==> src/rtl/bcd_pkg.sv <==
// Shared BCD definitions for the multi-decade up/down counter.
//   BCD_W     : bits per decade
//   BCD_MAX   : largest legal decade value
//   bcd_digit_t : one decade
//   bcd_valid : true when a nibble is a legal BCD digit
package bcd_pkg;

  localparam int unsigned BCD_W   = 4;
  localparam logic [3:0]  BCD_MAX = 4'd9;

  typedef logic [BCD_W-1:0] bcd_digit_t;

  function automatic logic bcd_valid(input bcd_digit_t d);
    return d <= BCD_MAX;
  endfunction

endpackage

==> src/rtl/bcd_digit.sv <==
// One BCD decade cell. It is cleared, loaded or stepped up or down by one.
// Ports:
//   CLK, reset      : clock, asynchronous active-high reset
//   clr             : synchronous clear (highest synchronous priority)
//   load, din       : synchronous load of din (din is already a legal digit)
//   step, up        : move one position in direction up (1) / down (0)
//   q               : registered digit value
//   is_max, is_min  : q == 9 / q == 0, used to build carry and borrow chains
module bcd_digit
  import bcd_pkg::*;
(
  input  logic       CLK,
  input  logic       reset,
  input  logic       clr,
  input  logic       load,
  input  bcd_digit_t din,
  input  logic       step,
  input  logic       up,
  output bcd_digit_t q,
  output logic       is_max,
  output logic       is_min
);

  bcd_digit_t q_q, q_d;

  // Next digit: clear > load > step > hold, with 9<->0 wrap in either direction
  always_comb begin
    q_d = q_q;
    if (clr) begin
      q_d = '0;
    end else if (load) begin
      q_d = din;
    end else if (step) begin
      if (up) begin
        q_d = (q_q == BCD_MAX) ? '0 : q_q + 4'd1;
      end else begin
        q_d = (q_q == '0) ? BCD_MAX : q_q - 4'd1;
      end
    end
  end

  always_ff @(posedge CLK or posedge reset) begin
    if (reset) begin
      q_q <= '0;
    end else begin
      q_q <= q_d;
    end
  end

  assign q      = q_q;
  assign is_max = (q_q == BCD_MAX);
  assign is_min = (q_q == '0);

endmodule

==> src/rtl/bcd_updown_counter.sv <==
// Synchronous multi-decade BCD up/down counter with no ripple between decades.
// Optional parallel load is compiled in when BCD_LOAD_EN is defined.
// Ports:
//   CLK, reset  : clock, asynchronous active-high reset
//   en, up      : count enable, direction (1 = increment)
//   clr         : synchronous clear of count, wrap and load_err
//   load_en     : synchronous load of load_val (BCD_LOAD_EN only)
//   load_val    : value to load, digit i in bits [4i+3:4i] (BCD_LOAD_EN only)
//   load_err    : sticky flag, a load held a digit > 9 (BCD_LOAD_EN only)
//   count       : registered count, digit 0 least significant
//   tc          : combinational terminal count, high the cycle before a wrap
//   wrap        : registered one-cycle pulse, the last edge wrapped the count
module bcd_updown_counter
  import bcd_pkg::*;
#(
  parameter int unsigned DIGITS = 4
) (
  input  logic                CLK,
  input  logic                reset,
  input  logic                en,
  input  logic                up,
  input  logic                clr,
`ifdef BCD_LOAD_EN
  input  logic                load_en,
  input  logic [4*DIGITS-1:0] load_val,
  output logic                load_err,
`endif
  output logic [4*DIGITS-1:0] count,
  output logic                tc,
  output logic                wrap
);

  localparam int unsigned CW = BCD_W * DIGITS;

  logic [DIGITS-1:0] is_max, is_min, step;
  logic [DIGITS:0]   max_chain, min_chain;
  logic              load;
  logic [CW-1:0]     din;
  logic              wrap_q, wrap_d;

`ifdef BCD_LOAD_EN
  logic any_bad;
  logic load_err_q, load_err_d;

  // Illegal digits load as 0 and raise the sticky error flag
  always_comb begin
    din     = '0;
    any_bad = 1'b0;
    for (int unsigned i = 0; i < DIGITS; i++) begin
      if (bcd_valid(load_val[i*BCD_W +: BCD_W])) begin
        din[i*BCD_W +: BCD_W] = load_val[i*BCD_W +: BCD_W];
      end else begin
        any_bad = 1'b1;
      end
    end
  end

  assign load = load_en;

  always_comb begin
    load_err_d = load_err_q;
    if (clr) begin
      load_err_d = 1'b0;
    end else if (load_en && any_bad) begin
      load_err_d = 1'b1;
    end
  end

  always_ff @(posedge CLK or posedge reset) begin
    if (reset) begin
      load_err_q <= 1'b0;
    end else begin
      load_err_q <= load_err_d;
    end
  end

  assign load_err = load_err_q;
`else
  assign load = 1'b0;
  assign din  = '0;
`endif

  // Carry/borrow chains: digit i steps when every lower digit is at 9 (up) or 0 (down)
  always_comb begin
    max_chain    = '0;
    min_chain    = '0;
    step         = '0;
    max_chain[0] = 1'b1;
    min_chain[0] = 1'b1;
    for (int unsigned i = 0; i < DIGITS; i++) begin
      max_chain[i+1] = max_chain[i] & is_max[i];
      min_chain[i+1] = min_chain[i] & is_min[i];
      step[i]        = en & (up ? max_chain[i] : min_chain[i]);
    end
    tc     = en & (up ? max_chain[DIGITS] : min_chain[DIGITS]);
    // A terminal-count step wraps unless clear or load take priority
    wrap_d = tc & ~clr & ~load;
  end

  for (genvar g = 0; g < DIGITS; g++) begin : g_digit
    bcd_digit u_digit (
      .CLK    (CLK),
      .reset  (reset),
      .clr    (clr),
      .load   (load),
      .din    (din[g*BCD_W +: BCD_W]),
      .step   (step[g]),
      .up     (up),
      .q      (count[g*BCD_W +: BCD_W]),
      .is_max (is_max[g]),
      .is_min (is_min[g])
    );
  end

  always_ff @(posedge CLK or posedge reset) begin
    if (reset) begin
      wrap_q <= 1'b0;
    end else begin
      wrap_q <= wrap_d;
    end
  end

  assign wrap = wrap_q;

endmodule

==> config.mk <==
export PLATFORM = sky130hd
export DESIGN_NAME = bcd_updown_counter
export DESIGN_NICKNAME = d
export VERILOG_FILES = /design/src/rtl/bcd_pkg.sv /design/src/rtl/bcd_digit.sv /design/src/rtl/bcd_updown_counter.sv
export SDC_FILE = /design/constraint.sdc
export NUM_CORES = 1
export LEC_CHECK = 0
export CAP_MARGIN = 0
export CORE_MARGIN = 3
export CORE_UTILIZATION = 35
export CTS_CLUSTER_SIZE = 14
export DETAILED_ROUTE_END_ITERATION = 6
export DONT_BUFFER_PORTS = 1
export GPL_ROUTABILITY_DRIVEN = 0
export MAX_ROUTING_LAYER = met4
export PLACE_DENSITY = 0.48
export SKIP_LAST_GASP = 1
export SYNTH_ARGS = -nofsm -noshare
export SYNTH_HDL_FRONTEND = slang
export SYNTH_SLANG_ARGS = --single-unit
==> constraint.sdc <==
create_clock -name CLK -period 2.6 [get_ports CLK]
set_input_delay 0.26 -clock CLK [delete_from_list [all_inputs] [get_ports CLK]]
set_output_delay 0.26 -clock CLK [all_outputs]
set_load 0.03 [all_outputs]
==> flow_summary.ini <==
[route]
via_per_inst = 6.14
routed_wirelength_um = 4010
dr_total_vias = 1456
first_iter_violations = 100
routedWlPerCell_um = 16.9
drtPass1Iterations = 4
drc = 0
final_antenna_net_count = 0

[global_routing]
grt_max_degree = 37
grt_pass1_wl_um = 6470
gr-usage-met2 = 0.235
grt-ovfl-total = 0
grt_pass1_vias = 1294
grt_use_met3 = 0.0374
busiest_layer = met2
grt_usage = 0.157
grt_use_met1 = 0.214
antenna_found_initial = 0

[cts]
clock_path_buffers = 2
tritoncts = built
htreeDepth = 1
clkTransAtPathRegs_ps = 70
clock-sinks = 17
cts_buffers = 3
clock_latency_ps = 250
root_buffer = clkbuf_8

[setup_path]
critPathKind = reg2out
critical_path_arrival_ps = 2040
required_ps = 2340
cp_cell_sequence = or4b_4 > o21ai_1 > nand2_1 > nor2_1 > buf_4
end_kind = primary output
cpPeakStageDelay_ps = 630
slowest_stage = or4b_4
path_max_fanout = 12
start_kind = register

[placement]
post-dp-hpwl_um = 2830
portBuffers = 0

[floorplanning]
die_y_um = 72.4
coreArea_sq_um = 4120
rows = 23
dieArea_sq_um = 5250
start_util = 0.375
die_w_um = 72.4
design.portCount = 23

[finish]
area_delta_synth_final_pct = 8.34
n_antenna_cell = 0
layout_commonest_cell = a21oi_1
drive_above_1_share = 0.128
layout_common_cells = a21oi_1, dfrtp_1, inv_1, nor2_1, buf_4
final_nets = 202
fillers = 418

[power]
vdd_drop_max_v = 0.000168
power.share.switching = 0.374
p_int_uw = 501
p_sw_uw = 299
leakagePower_nw = 0.659
seqPwrFrac = 0.404
pwr-share-comb = 0.335
cellPowerDensity_nw_per_um2 = 478
pwr-share-clk = 0.261
p_total_uw = 801

[timing]
fin_crit_sh = 0.885
setup_tns_ps = 0
drv_slew = 0
tightest_slew_ps = 722
fin_worst_skew_ps = 1.38
rsz0062_at_grt = false
hold_viol = 0
slew_headroom = 0.518
max_freq_mhz = 435
setup_violations = 0
fin_crit_ps = 2300

[outcome]
status = complete, no violations

[synth]
yosys.area.top_type = dfrtp_1
seq_area_frac_synth = 0.275
ys_ff_latch = 17
yosys_most_used_dff = dfrtp_1
synth_edf_count = 0
yosys-top-cells-area = dfrtp_1, ha_1, a21oi_1, inv_1, nor2_1
yosysTopAreaCellShare = 0.275
async_flop_share = 1.00
synthCells = 187
syn_area_sq_um = 1550
avgSynthCellArea_sq_um = 8.26
synth_nets = 201
yosysUniqueCellTypes = 55
synth_warnings = 0

[flow_run]
drv_cap = 0

[worst_hold_path]
min_path_type = in2async
-- critical path, delay by kind of cell, from the launching register on --
family / cells / cell delay [ps]
simple gates: 3 / 860
buf+inv: 1 / 170
compound gates: 1 / 140
flops: 1 / 600
-- Yosys cell counts (3+ instances only) --
cell type   n
a211oi_1    5
a21oi_1    21
a311o_1     4
a311oi_1    5
a31oi_1     4
clkbuf_1   11
dfrtp_1    17
ha_1        9
inv_1      15
nand2_1     7
nand2b_1    3
nand3_1     6
nand3b_1    4
nand4_1     3
nor2_1     12
nor3b_1     3
o21ai_0     6
o21bai_1    4
-- sequential cells by signal, summed over array words and instances (netlist names) --
register	count
g_digit.u_digit.q	16
wrap	1
-- per-layer routing --
layer,vias up,share of wire
met4,0,0.0090
li1,708,-
met5,-,0
met2,41,0.46
met1,703,0.47
met3,4,0.060
-- repair_timing --
item / 4_1_cts / 5_1_grt
endpoints found under the setup margin: 0 / 1
buffers inserted: 0 / 0
hold buffers: 0 / 0
resized for setup: 0 / 1
-- final cells by class --
type / count / area, sq um / share of cell area
Clock inverter: 1 / 5.00 / 0.00299
Multi-Input combinational cell: 140 / 1000 / 0.598
Sequential cell: 17 / 425 / 0.254
Timing Repair Buffer: 11 / 82.6 / 0.0493
Clock buffer: 3 / 41.3 / 0.0247
Inverter: 15 / 56.3 / 0.0336
Tap cell: 50 / 62.6 / 0.0374
-- power by group through the flow --
stage               sequential (mW)  combinational (mW)  clock, mW
floorplan                     0.342               0.195          0
global placement              0.328               0.261          0
detailed placement            0.328               0.266          0
CTS                           0.323               0.267      0.219
global route                  0.327               0.297      0.226
finish                        0.324               0.268      0.209
-- through the flow --
step / std cells / hold WS, ps / util / cell area, sq um / setup WS [ps]
CTS: 237 / 27.7 / 0.405 / 1670 / 176
finish: 237 / 6.20 / 0.407 / 1670 / 300
floorplan: 187 / 186 / - / 1550 / 244
global placement: 233 / 305 / 0.394 / 1620 / 561
global route: 237 / 44.7 / 0.407 / 1670 / 131
detailed placement: 233 / 312 / 0.394 / 1620 / 473
-- path summary, 6_finish.rpt --
kind / start / end / slack [ps] / cells past startpoint
max: g_digit[1].u_digit.q[3]$_DFFE_PP0P_ / tc / 300 / 5
min: reset / wrap$_DFF_PP0_ / 6 / 1
max reg2reg: g_digit[1].u_digit.q[3]$_DFFE_PP0P_ / g_digit[2].u_digit.q[2]$_DFFE_PP0P_ / 530 / 4
min reg2reg: g_digit[2].u_digit.q[0]$_DFFE_PP0P_ / g_digit[2].u_digit.q[0]$_DFFE_PP0P_ / 700 / 2
max in group asynchronous: reset / g_digit[2].u_digit.q[1]$_DFFE_PP0P_ / 2140 / 1
min in group CLK: clr / g_digit[0].u_digit.q[2]$_DFFE_PP0P_ / 60 / 1
-- kinds of logic after synthesis --
logic type	Yosys count	share of synthesized area
adders and majority gates	9	0.0729
and+or+nand+nor	53	0.197
muxes	2	0.0138
DFF	17	0.275
buffers and inverters	30	0.0810
AOI/OAI and AO/OA	73	0.343
xor gates and xnor gates	3	0.0170
No activity file was read; power rests on OpenSTA's default activity.
